==> src/rtl/echo_pkg.sv <==
// Shared types, timing constants and saturation helper for the echo mixer.
package echo_pkg;

  typedef enum logic [2:0] {IDLE, TRIG, WAIT_RD, MIX, WAIT_WR} echo_state_t;

  localparam int RD_WAIT_CYCLES = 4;
  localparam int WR_WAIT_CYCLES = 2;

  localparam int L_HI = 31;
  localparam int L_LO = 16;
  localparam int R_HI = 15;
  localparam int R_LO = 0;

  // Clamp a 17-bit signed sum into the 16-bit two's complement range.
  function automatic logic [15:0] sat16(input logic signed [16:0] s);
    if (s[16] != s[15]) return s[16] ? 16'h8000 : 16'h7FFF;
    return s[15:0];
  endfunction

endpackage

==> src/rtl/echo_channel_mix.sv <==
// One channel of dry + (wet >>> SHIFT), saturated to 16 bits.
module echo_channel_mix
  import echo_pkg::*;
#(
  parameter int SHIFT = 1
) (
  input  logic [15:0] dry,
  input  logic [15:0] wet,
  output logic [15:0] mix
);

  logic signed [15:0] wet_sh;
  logic signed [16:0] sum;

  assign wet_sh = $signed(wet) >>> SHIFT;
  assign sum    = {dry[15], dry} + {wet_sh[15], wet_sh};
  assign mix    = sat16(sum);

endmodule

==> src/rtl/echo_mixer.sv <==
// Frame sequencer for the SRAM delay line: triggers a read/write transaction,
// mixes the delayed sample into the output and builds the feedback word.
module echo_mixer
  import echo_pkg::*;
#(
  parameter int FB_SHIFT  = 1,
  parameter int WET_SHIFT = 1
) (
  input  logic        clk,
  input  logic        n_rst,
  input  logic        sample_valid,
  input  logic [31:0] sample_in,
  input  logic [31:0] sram_data,
  output logic        rw_trigger,
  output logic [31:0] write_data,
  output logic [31:0] sample_out,
  output logic        out_valid,
  output logic        busy,
  output logic        overrun
);

  echo_state_t state;
  logic [1:0]  cnt;
  logic [31:0] dry;
  logic [31:0] mix_out;
  logic [31:0] mix_fb;

  echo_channel_mix #(.SHIFT(WET_SHIFT)) u_out_l (
    .dry(dry[L_HI:L_LO]), .wet(sram_data[L_HI:L_LO]), .mix(mix_out[L_HI:L_LO]));
  echo_channel_mix #(.SHIFT(WET_SHIFT)) u_out_r (
    .dry(dry[R_HI:R_LO]), .wet(sram_data[R_HI:R_LO]), .mix(mix_out[R_HI:R_LO]));
  echo_channel_mix #(.SHIFT(FB_SHIFT)) u_fb_l (
    .dry(dry[L_HI:L_LO]), .wet(sram_data[L_HI:L_LO]), .mix(mix_fb[L_HI:L_LO]));
  echo_channel_mix #(.SHIFT(FB_SHIFT)) u_fb_r (
    .dry(dry[R_HI:R_LO]), .wet(sram_data[R_HI:R_LO]), .mix(mix_fb[R_HI:R_LO]));

  assign busy       = (state != IDLE);
  assign rw_trigger = (state == TRIG);
  // Feedback stays valid across both controller write slots (low half in MIX, high half late in WAIT_WR).
  assign write_data = (state == MIX || state == WAIT_WR) ? mix_fb : 32'h0;

  always_ff @(posedge clk) begin
    if (!n_rst) begin
      state      <= IDLE;
      cnt        <= '0;
      out_valid  <= 1'b0;
      overrun    <= 1'b0;
      sample_out <= '0;
      dry        <= '0;
    end else begin
      out_valid <= 1'b0;
      if (sample_valid && state != IDLE) overrun <= 1'b1;
      case (state)
        IDLE: if (sample_valid) begin
          dry   <= sample_in;
          state <= TRIG;
        end
        TRIG: begin
          cnt   <= '0;
          state <= WAIT_RD;
        end
        WAIT_RD: begin
          cnt <= cnt + 2'd1;
          if (cnt == 2'(RD_WAIT_CYCLES - 1)) state <= MIX;
        end
        MIX: begin
          sample_out <= mix_out;
          out_valid  <= 1'b1;
          cnt        <= '0;
          state      <= WAIT_WR;
        end
        WAIT_WR: begin
          cnt <= cnt + 2'd1;
          if (cnt == 2'(WR_WAIT_CYCLES - 1)) state <= IDLE;
        end
        default: state <= IDLE;
      endcase
    end
  end

endmodule
==> config.mk <==
export PLATFORM = sky130hd
export DESIGN_NAME = echo_mixer
export DESIGN_NICKNAME = d
export VERILOG_FILES = /design/src/rtl/echo_pkg.sv /design/src/rtl/echo_channel_mix.sv /design/src/rtl/echo_mixer.sv
export SDC_FILE = /design/constraint.sdc
export NUM_CORES = 1
export LEC_CHECK = 0
export CAP_MARGIN = 40
export CORE_ASPECT_RATIO = 1.25
export CORE_MARGIN = 2
export CORE_UTILIZATION = 45
export CTS_CLUSTER_SIZE = 8
export DETAILED_ROUTE_END_ITERATION = 7
export PLACE_DENSITY = 0.76
export SYNTH_ARGS = -nofsm -noshare
export SYNTH_HDL_FRONTEND = slang
export SYNTH_SLANG_ARGS = --single-unit
==> constraint.sdc <==
create_clock -name clk -period 6.55 [get_ports clk]
set_clock_uncertainty 0.05 [all_clocks]
set_input_delay 0.655 -clock clk [delete_from_list [all_inputs] [get_ports clk]]
set_output_delay 0.655 -clock clk [all_outputs]
set_load 0.005 [all_outputs]
==> results of run 1 <==
[final cells by class]
type	count	share of cell area, %
multi-input cells	479	48.80
clock buffers	11	3.721
repair buffers	139	21.71
well taps	132	2.532
clock inverters	5	0.5179
inverters	16	0.9208
flip-flops and latches	71	21.79
[kinds of logic (layout without fill, tap and decap cells)]
logic type	Yosys count	count (layout)
compound gates	226	226
simple gates	179	179
flops	71	71
buf+inv	56	171
fa+ha+maj	51	51
xor+xnor	21	21
mux	2	2
[cells in the final DEF, fill, tap and decap left out, types with 4 or more instances in the layout]
master	instances
a21oi_2	12
o21a_1	8
o31ai_1	7
nor2_1	32
clkbuf_16	9
maj3_1	5
maj3_2	10
a31oi_1	18
dfxtp_1	71
clkdlybuf4s50_1	131
ha_1	34
a21oi_1	44
xnor2_1	12
a21o_1	10
nand2_1	89
nand3_1	8
or3_1	6
o21ai_0	52
o22ai_1	8
nor3_1	8
nor3b_1	4
and2_1	5
xor2_1	7
nand2b_1	4
a21boi_0	33
inv_1	16
a211oi_1	6
[layer usage]
metal | GRT usage (%) | vias up | wire length (um) | share of wire [%]
met5 | 0 | - | 0 | 0
met4 | 6.866 | 0 | 246 | 1.9
met1 | 28.12 | 2222 | 5638 | 43
met3 | 4.740 | 18 | 680 | 5.2
met2 | 38.41 | 144 | 6579 | 50
li1 | - | 2406 | - | -
[flip-flops by register name, summed over array words and instances (netlist names)]
register / flops
overrun: 1
dry: 32
cnt: 2
state: 3
sample_out: 32
out_valid: 1
[stage by stage]
stage / setup WS, ns / hold WS (ns)
finish: 1.674 / 0.4181
CTS: 1.675 / 0.4214
floorplan: 3.047 / 0.3972
detailed placement: 1.678 / 0.4129
global placement: 1.726 / 0.4094
global route: 1.425 / 0.4398
[tightest hold or removal path: stages (launching register included)]
cell and delay, ns:
dfxtp_1 0.31, nand2_1 0.05, a21boi_0 0.06
[path summary, 6_finish.rpt]
check | startpoint | cells past startpoint | slack, ns | endpoint
min reg2reg | dry[25]$_SDFFE_PN0P_ | 2 | 0.42 | dry[25]$_SDFFE_PN0P_
max reg2reg | dry[0]$_SDFFE_PN0P_ | 10 | 3.47 | sample_out[14]$_SDFFE_PN0P_
max | sram_data[1] | 12 | 1.67 | write_data[10]
min | dry[25]$_SDFFE_PN0P_ | 2 | 0.42 | dry[25]$_SDFFE_PN0P_
[where the power goes]
group / leakage (nW) / switching, mW / total [mW] / internal (mW)
Combinational: 1.82 / 0.246 / 0.459 / 0.213
Clock: 0.132 / 0.187 / 0.453 / 0.266
Sequential: 0.579 / 0.0185 / 0.476 / 0.458
==> results.py, run 1 <==
metrics = {
    "final_layout": {
        "multi_input_area_sq_mm": 0.003183,
        "antennaDiodeCount": 0,
        "final_util_pct": 61.75,
        "nets": 819,
        "syn_to_final_growth_pct": 34.25,
        "final_area_sq_mm": 0.006523,
        "n_fill_cell": 959,
        "instances_no_fill": 853,
        "drive_gt1_share_pct": 8.738,
        "seqCellArea_sq_mm": 0.001421,
    },
    "worst_setup_path": {
        "critical_path.most_common_cell": "clkdlybuf4s50_1",
        "critPathArrivalTime_ns": 4.17,
        "cp_slowest_cell": "o211a_1",
        "worst_path_dominant_cell_family": "compound AO/OA/AOI/OAI gates",
        "start_kind": "input pin",
        "cp_max_fo": 18,
        "cpPeakStageDelay_ns": 0.58,
        "endpoint_kind": "output port",
        "crit_type": "in2out",
        "crit_path_cell_trace": "clkdlybuf4s50_1, ha_1, inv_1, fa_1, nor2b_4, o31a_4, o31ai_4, a31oi_1, o211a_1, o21ai_2, a21oi_1, clkdlybuf4s50_1",
        "path_buf_inv": 3,
        "required_ns": 5.84,
    },
    "placement": {
        "placed_cells": 837,
        "dp_hpwl_um": 10120,
        "place_congestion": 0.8749,
        "place.port_buffers": 132,
        "dpl_cell_area_sq_mm": 0.006246,
    },
    "global_routing": {
        "grt_pass1_vias": 4464,
        "grt_max_degree": 51,
        "grt_antenna_before_repair": 1,
        "grt.overflow.total": 0,
        "grt_use_total_pct": 22.33,
        "grt_pass1_wl_um": 21340,
    },
    "synth": {
        "synthSimpleGateAreaFrac_pct": 17.36,
        "synth.most_common_cell": "nand2_1",
        "synth_compound_area_share_pct": 30.62,
        "synth_top_area_cell": "dfxtp_1",
        "yosysTopAreaCellShare_pct": 29.26,
        "yosysSeqAreaShare_pct": 29.26,
        "yosys-top-cells-count": "89 x nand2_1, 71 x dfxtp_1, 52 x o21ai_0",
        "synthFlopType": "dfxtp_1",
        "synth.mux.area_fraction_pct": 0.4121,
        "synth_cell_type_count": 67,
        "postSynthAreaPerCell_sq_um": 8.017,
        "synth.top_cells.by_area": "dfxtp_1 29%, ha_1 8.8%, nand2_1 6.9%, o21ai_0 5.4%, a21boi_0 5.1%",
        "mappedNetlistArea_sq_mm": 0.004858,
        "synth-edff-count": 0,
        "synth_adder_area_share_pct": 12.93,
        "synth-seq-cells": 71,
        "synthesis.instances": 606,
        "synthXorXnorAreaFrac_pct": 3.940,
        "synth_warnings": 0,
        "synthArstFlopShare_pct": 0,
        "synth_top_family_by_area": "compound AO/OA/AOI/OAI gates",
        "synth_nets": 709,
    },
    "timing": {
        "tns_ns": 0,
        "fmax_mhz": 205.1,
        "fin_crit_sh_pct": 74.45,
        "worst_slew_pin_slew_ns": 0.7886,
        "relSlewSlack_pct": 47.17,
        "hold_violations": 0,
        "setup_viol": 0,
        "drv_slew": 0,
        "rsz0062_at_grt": "false",
        "min_period_ns": 4.876,
    },
    "clock_network": {
        "clockBufferDepth": 2,
        "clock_sinks": 71,
        "numCtsBuffers": 9,
        "cts_resized": 0,
        "path_clk_slew_ns": 0.06,
        "insertion_delay_ns": 0.33,
        "holdBufCountCts": 0,
        "cts_tree": "done",
        "cts_setup_buffers": 0,
        "clock-root-buffer": "clkbuf_16",
        "htree_levels": 3,
    },
    "job": {
        "cap_violations": 0,
    },
    "detailed_routing": {
        "remaining_drc_errors": 0,
        "post_drt_via_cell_ratio": 5.615,
        "ant_nets": 0,
        "vias": 4790,
        "dr.pass1.iters": 5,
        "drt_wl_total_um": 13150,
        "routedWlPerCell_um": 15.41,
        "drtIter0Drc": 177,
    },
    "floorplanning": {
        "start_util_pct": 46.00,
        "dieArea_sq_mm": 0.01165,
        "core_area_sq_mm": 0.01056,
        "std_cell_rows": 42,
        "die_w_um": 96.94,
        "io_pins": 135,
        "die_h_um": 120.2,
    },
    "power": {
        "p_leak_nw": 2.533,
        "total_power_mw": 1.388,
        "irDropWorstVdd_mv": 0.1170,
        "power_density_mw_per_mm2": 212.8,
    },
    "min_path": {
        "holdCritPathClass": "reg2reg",
    },
    "status": {
        "status": "completed",
    },
}
Note: power is estimated with default switching activity, not from simulation.
==> run 2: changes to the inputs <==
==> constraint.sdc (replaced) <==
create_clock -name clk -period 4.8 [get_ports clk]
set_clock_uncertainty 0.05 [all_clocks]
set_input_delay 0.48 -clock clk [delete_from_list [all_inputs] [get_ports clk]]
set_output_delay 0.48 -clock clk [all_outputs]
set_load 0.005 [all_outputs]
==> results.py, run 2 (same netlist as run 1, synthesis figures left out) <==
metrics = {
    "worst_setup_path": {
        "crit_path_cell_trace": "clkdlybuf4s50_1, ha_1, inv_1, fa_1, nor2b_4, o31a_4, o31ai_4, a31oi_1, o211a_1, o21ai_2, a21oi_1, clkdlybuf4s50_1",
        "critPathArrivalTime_ns": 4.00,
        "critical_path.most_common_cell": "clkdlybuf4s50_1",
        "reg2reg_depth": 10,
        "reg2reg_setup_slack_ns": 1.69,
        "crit_type": "in2out",
        "endpoint_kind": "output port",
        "r2r_start": "dry[0]$_SDFFE_PN0P_",
        "cp_slowest_cell": "o211a_1",
        "required_ns": 4.27,
        "r2r_end": "sample_out[12]$_SDFFE_PN0P_",
        "start_kind": "input pin",
        "cp_max_fo": 18,
        "cpPeakStageDelay_ns": 0.57,
    },
    "power": {
        "power_density_mw_per_mm2": 296.6,
        "irDropWorstVdd_mv": 0.1936,
        "p_leak_nw": 2.542,
        "total_power_mw": 1.936,
    },
    "detailed_routing": {
        "vias": 4770,
        "drtIter0Drc": 284,
        "dr.pass1.iters": 4,
        "remaining_drc_errors": 0,
        "routedWlPerCell_um": 15.82,
        "ant_nets": 0,
        "post_drt_via_cell_ratio": 5.585,
        "drt_wl_total_um": 13510,
    },
    "final_layout": {
        "layout_commonest_cell": "clkdlybuf4s50_1",
        "seqCellArea_sq_mm": 0.001421,
        "multi_input_area_sq_mm": 0.003183,
        "drive_gt1_share_pct": 9.003,
        "reg_top3": "dry (32), sample_out (32), state (3)",
        "syn_to_final_growth_pct": 34.38,
        "n_fill_cell": 951,
        "layout_common_cells": "131 x clkdlybuf4s50_1, 89 x nand2_1, 71 x dfxtp_1",
        "antennaDiodeCount": 0,
        "instances_no_fill": 854,
        "nets": 820,
    },
    "min_path": {
        "whs_endpoint": "dry[21]$_SDFFE_PN0P_",
        "hold_start": "dry[21]$_SDFFE_PN0P_",
        "min_path_cells": 2,
        "holdCritPathClass": "reg2reg",
    },
    "timing": {
        "worst_slew_pin_slew_ns": 0.7322,
        "relSlewSlack_pct": 51.17,
        "min_period_ns": 4.526,
        "fin_crit_sh_pct": 94.30,
        "hold_violations": 0,
        "setup_viol": 0,
        "tns_ns": 0,
        "rsz0062_at_grt": "false",
        "fmax_mhz": 220.9,
        "drv_slew": 0,
    },
    "clock_network": {
        "holdBufCountCts": 0,
        "cts_setup_buffers": 0,
        "cts_resized": 0,
        "insertion_delay_ns": 0.34,
        "clock-root-buffer": "clkbuf_16",
        "cts_tree": "done",
        "clockBufferDepth": 2,
        "clock_sinks": 71,
        "path_clk_slew_ns": 0.06,
        "numCtsBuffers": 9,
        "htree_levels": 3,
    },
    "status": {
        "status": "completed",
    },
    "placement": {
        "place.port_buffers": 132,
        "place_congestion": 0.8672,
        "placed_cells": 838,
        "dp_hpwl_um": 10210,
    },
    "global_routing": {
        "grt_use_total_pct": 22.92,
        "grt_pass1_wl_um": 21940,
        "grt_pass1_vias": 4527,
        "grt_antenna_before_repair": 0,
        "grt.overflow.total": 0,
        "grt_max_degree": 63,
    },
    "floorplanning": {
        "std_cell_rows": 42,
        "dieArea_sq_mm": 0.01165,
        "io_pins": 135,
        "die_w_um": 96.94,
        "core_area_sq_mm": 0.01056,
        "die_h_um": 120.2,
        "start_util_pct": 46.00,
    },
    "job": {
        "cap_violations": 0,
    },
}
run 2: cell types whose count changed in the layout (fill, tap and decap cells not counted), sizes merged:
cell    change
buf         +1
clkbuf      +1
clkinv      -1
run 2: worst max-delay path by stage:
stage | startpoint | endpoint | cells past startpoint
2_1_floorplan | sram_data[17] | write_data[23] | 12
3_5_place_dp | sram_data[1] | write_data[13] | 12
4_1_cts | sram_data[1] | write_data[13] | 12
6_report | sram_data[1] | write_data[13] | 12
3_3_place_gp | sram_data[1] | write_data[13] | 12
5_1_grt | sram_data[1] | write_data[13] | 12
run 2: per-layer routing:
layer / global-route usage, % / routed length [um]
met1: 29.15 / 6050
met2: 38.11 / 6541
met3: 3.757 / 492
met4: 10.65 / 426
met5: 0 / 0
run 2: layout make-up:
cell class	count	area share [%]
clock buffer	12	4.082
clock inverter	4	0.4408
inverter	16	0.9199
multi-input combinational	479	48.75
sequential	71	21.77
tap	132	2.530
timing repair buffer	140	21.50
run 2: through the flow:
step	hold slack (ns)	setup WS [ns]	cell area (sq um)	util (%)
after floorplan	0.3972	1.647	4858	-
after global placement	0.4082	0.3088	6176	58.47
after detailed placement	0.4151	0.2817	6233	59.01
after CTS	0.4235	0.2596	6529	61.81
after global routing	0.4400	0.02200	6529	61.81
final	0.4174	0.2738	6529	61.81
run 2: where the power goes:
| part | switching (mW) | leakage [nW] | internal [mW] |
|---|---|---|---|
| clock network | 0.264 | 0.141 | 0.392 |
| logic | 0.338 | 1.82 | 0.292 |
| registers | 0.0260 | 0.579 | 0.625 |
| total | 0.628 | 2.54 | 1.31 |
run 2: critical path: cells and delay by family:
| kind | cells | cell delay, ns |
|---|---|---|
| AO/OA/AOI/OAI | 6 | 1.66 |
| buffers and inverters | 3 | 1.05 |
| adder cells (fa/ha/maj) | 2 | 0.64 |
| AND/OR/NAND/NOR | 1 | 0.16 |
==> run 3: changes to the inputs <==
--- a/config.mk
+++ b/config.mk
@@ -11,7 +11,7 @@
 export CORE_UTILIZATION = 45
 export CTS_CLUSTER_SIZE = 8
 export DETAILED_ROUTE_END_ITERATION = 7
-export PLACE_DENSITY = 0.76
+export DONT_BUFFER_PORTS = 1
 export SYNTH_ARGS = -nofsm -noshare
 export SYNTH_HDL_FRONTEND = slang
 export SYNTH_SLANG_ARGS = --single-unit
==> results.py, run 3 (same netlist as run 1, synthesis figures left out) <==
metrics = {
    "clock_network": {
        "insertion_delay_ns": 0.33,
        "clock_sinks": 71,
        "holdBufCountCts": 0,
        "cts_setup_buffers": 0,
        "clockBufferDepth": 2,
        "cts_tree": "done",
        "clock-root-buffer": "clkbuf_16",
        "cts_resized": 0,
        "path_clk_slew_ns": 0.06,
        "htree_levels": 3,
        "numCtsBuffers": 9,
    },
    "worst_setup_path": {
        "cpPeakStageDelay_ns": 0.62,
        "cp-startpoint": "dry[0]$_SDFFE_PN0P_",
        "cp_slowest_cell": "o21ai_2",
        "crit_type": "reg2out",
        "cp_max_fo": 18,
        "path_buf_inv": 1,
        "crit_path_cell_trace": "ha_1, inv_1, fa_1, nor2b_4, o31a_4, o31ai_4, a31oi_1, o211a_1, o21ai_2, a21oi_1",
        "worst_path_dominant_cell_family": "compound AO/OA/AOI/OAI gates",
        "required_ns": 4.27,
        "start_kind": "flip-flop",
        "r2r_start": "dry[0]$_SDFFE_PN0P_",
        "critPathArrivalTime_ns": 3.28,
        "endpoint_kind": "output port",
    },
    "detailed_routing": {
        "drtIter0Drc": 121,
        "remaining_drc_errors": 0,
        "dr.pass1.iters": 5,
        "post_drt_via_cell_ratio": 5.999,
        "ant_nets": 0,
        "routedWlPerCell_um": 17.38,
        "vias": 4313,
        "drt_wl_total_um": 12500,
    },
    "power": {
        "netSwitchingFraction_pct": 32.81,
        "netSwitchingPower_mw": 0.6081,
        "irDropWorstVdd_mv": 0.1963,
        "p_leak_nw": 2.047,
        "power_frac_clock_pct": 36.5,
        "comb_power_share_pct": 28.3,
        "p_seq_share_pct": 35.1,
        "intPower_mw": 1.245,
        "power_density_mw_per_mm2": 358.5,
    },
    "floorplanning": {
        "dieArea_sq_mm": 0.01165,
        "die_h_um": 120.2,
        "std_cell_rows": 42,
        "die_w_um": 96.94,
        "io_pins": 135,
        "core_area_sq_mm": 0.01056,
        "start_util_pct": 46.00,
    },
    "timing": {
        "tns_ns": 0,
        "fin_crit_sh_pct": 79.29,
        "hold_violations": 0,
        "drv_slew": 0,
        "relSlewSlack_pct": 45.44,
        "fmax_mhz": 262.8,
        "setup_viol": 0,
        "min_period_ns": 3.806,
        "rsz0062_at_grt": "false",
        "worst_slew_pin_slew_ns": 0.8144,
    },
    "job": {
        "cap_violations": 0,
    },
    "global_routing": {
        "grtUsageMet2_pct": 38.85,
        "grt_util_met3_pct": 5.434,
        "grt_antenna_before_repair": 0,
        "grt_pass1_wl_um": 20440,
        "globalRouteMet1Util_pct": 23.73,
        "grt_pass1_vias": 4208,
        "grt_max_degree": 71,
        "grt_use_total_pct": 21.40,
        "grt-busiest-layer": "met2",
        "grt.overflow.total": 0,
    },
    "min_path": {
        "holdCritPathClass": "in2reg",
        "hold_start": "n_rst",
    },
    "final_layout": {
        "drive_gt1_share_pct": 10.39,
        "syn_to_final_growth_pct": 6.438,
        "antennaDiodeCount": 0,
        "n_fill_cell": 1047,
        "final_area_sq_mm": 0.005171,
        "layout_commonest_cell": "nand2_1",
        "nets": 686,
        "layout_common_cells": "89 x nand2_1, 71 x dfxtp_1, 52 x o21ai_0",
        "reg_top3": "dry (32), sample_out (32), state (3)",
    },
    "placement": {
        "place.port_buffers": 0,
        "dp_hpwl_um": 9199,
        "dpl_cell_area_sq_mm": 0.004875,
        "place_congestion": 0.9250,
    },
    "status": {
        "status": "completed",
    },
}
[run 3: final cells by class]
class                      instances  area, sq um  share of cell area [%]
sequential                        71         1421                   27.49
clock buffer                      10        239.0                   4.621
tap                              132        165.2                   3.194
inverter                          16        60.06                   1.161
clock inverter                     5        57.56                   1.113
multi-input combinational        479         3183                   61.55
timing repair buffer               6        45.04                  0.8710
[run 3: power groups by stage]
stage	logic, mW	registers, mW	clock network (mW)
3_5_place_dp	0.520	0.665	0
2_1_floorplan	0.442	0.653	0
5_1_grt	0.587	0.656	0.713
4_1_cts	0.524	0.651	0.694
6_report	0.525	0.651	0.677
3_3_place_gp	0.511	0.663	0
[run 3: path summary, 6_finish.rpt]
path | to | slack [ns] | cells after the start
worst max-delay path | write_data[14] | 0.99 | 10
worst min-delay path | sample_out[15]$_SDFFE_PN0P_ | 0.22 | 1
worst max register to register | sample_out[3]$_SDFFE_PN0P_ | 1.68 | 10
worst min register to register | dry[2]$_SDFFE_PN0P_ | 0.41 | 2
[run 3: through the flow]
step / hold WS, ns / total power [mW] / utilization [%] / setup slack, ns / instances
after floorplan: 0.3972 / 1.095 / - / 1.647 / 606
after global placement: 0.4046 / 1.175 / 46.15 / 1.273 / 704
after detailed placement: 0.4110 / 1.185 / 46.15 / 1.203 / 704
after CTS: 0.2064 / 1.870 / 48.96 / 1.015 / 719
after global routing: 0.2140 / 1.957 / 48.96 / 0.7997 / 719
final: 0.2196 / 1.854 / 48.96 / 0.9941 / 719
[run 3: metal layers]
metal / up-vias / routed length [um]
met3: 25 / 777
met4: 0 / 353
li1: 2134 / -
met1: 2012 / 4979
met2: 142 / 6384
met5: - / 0
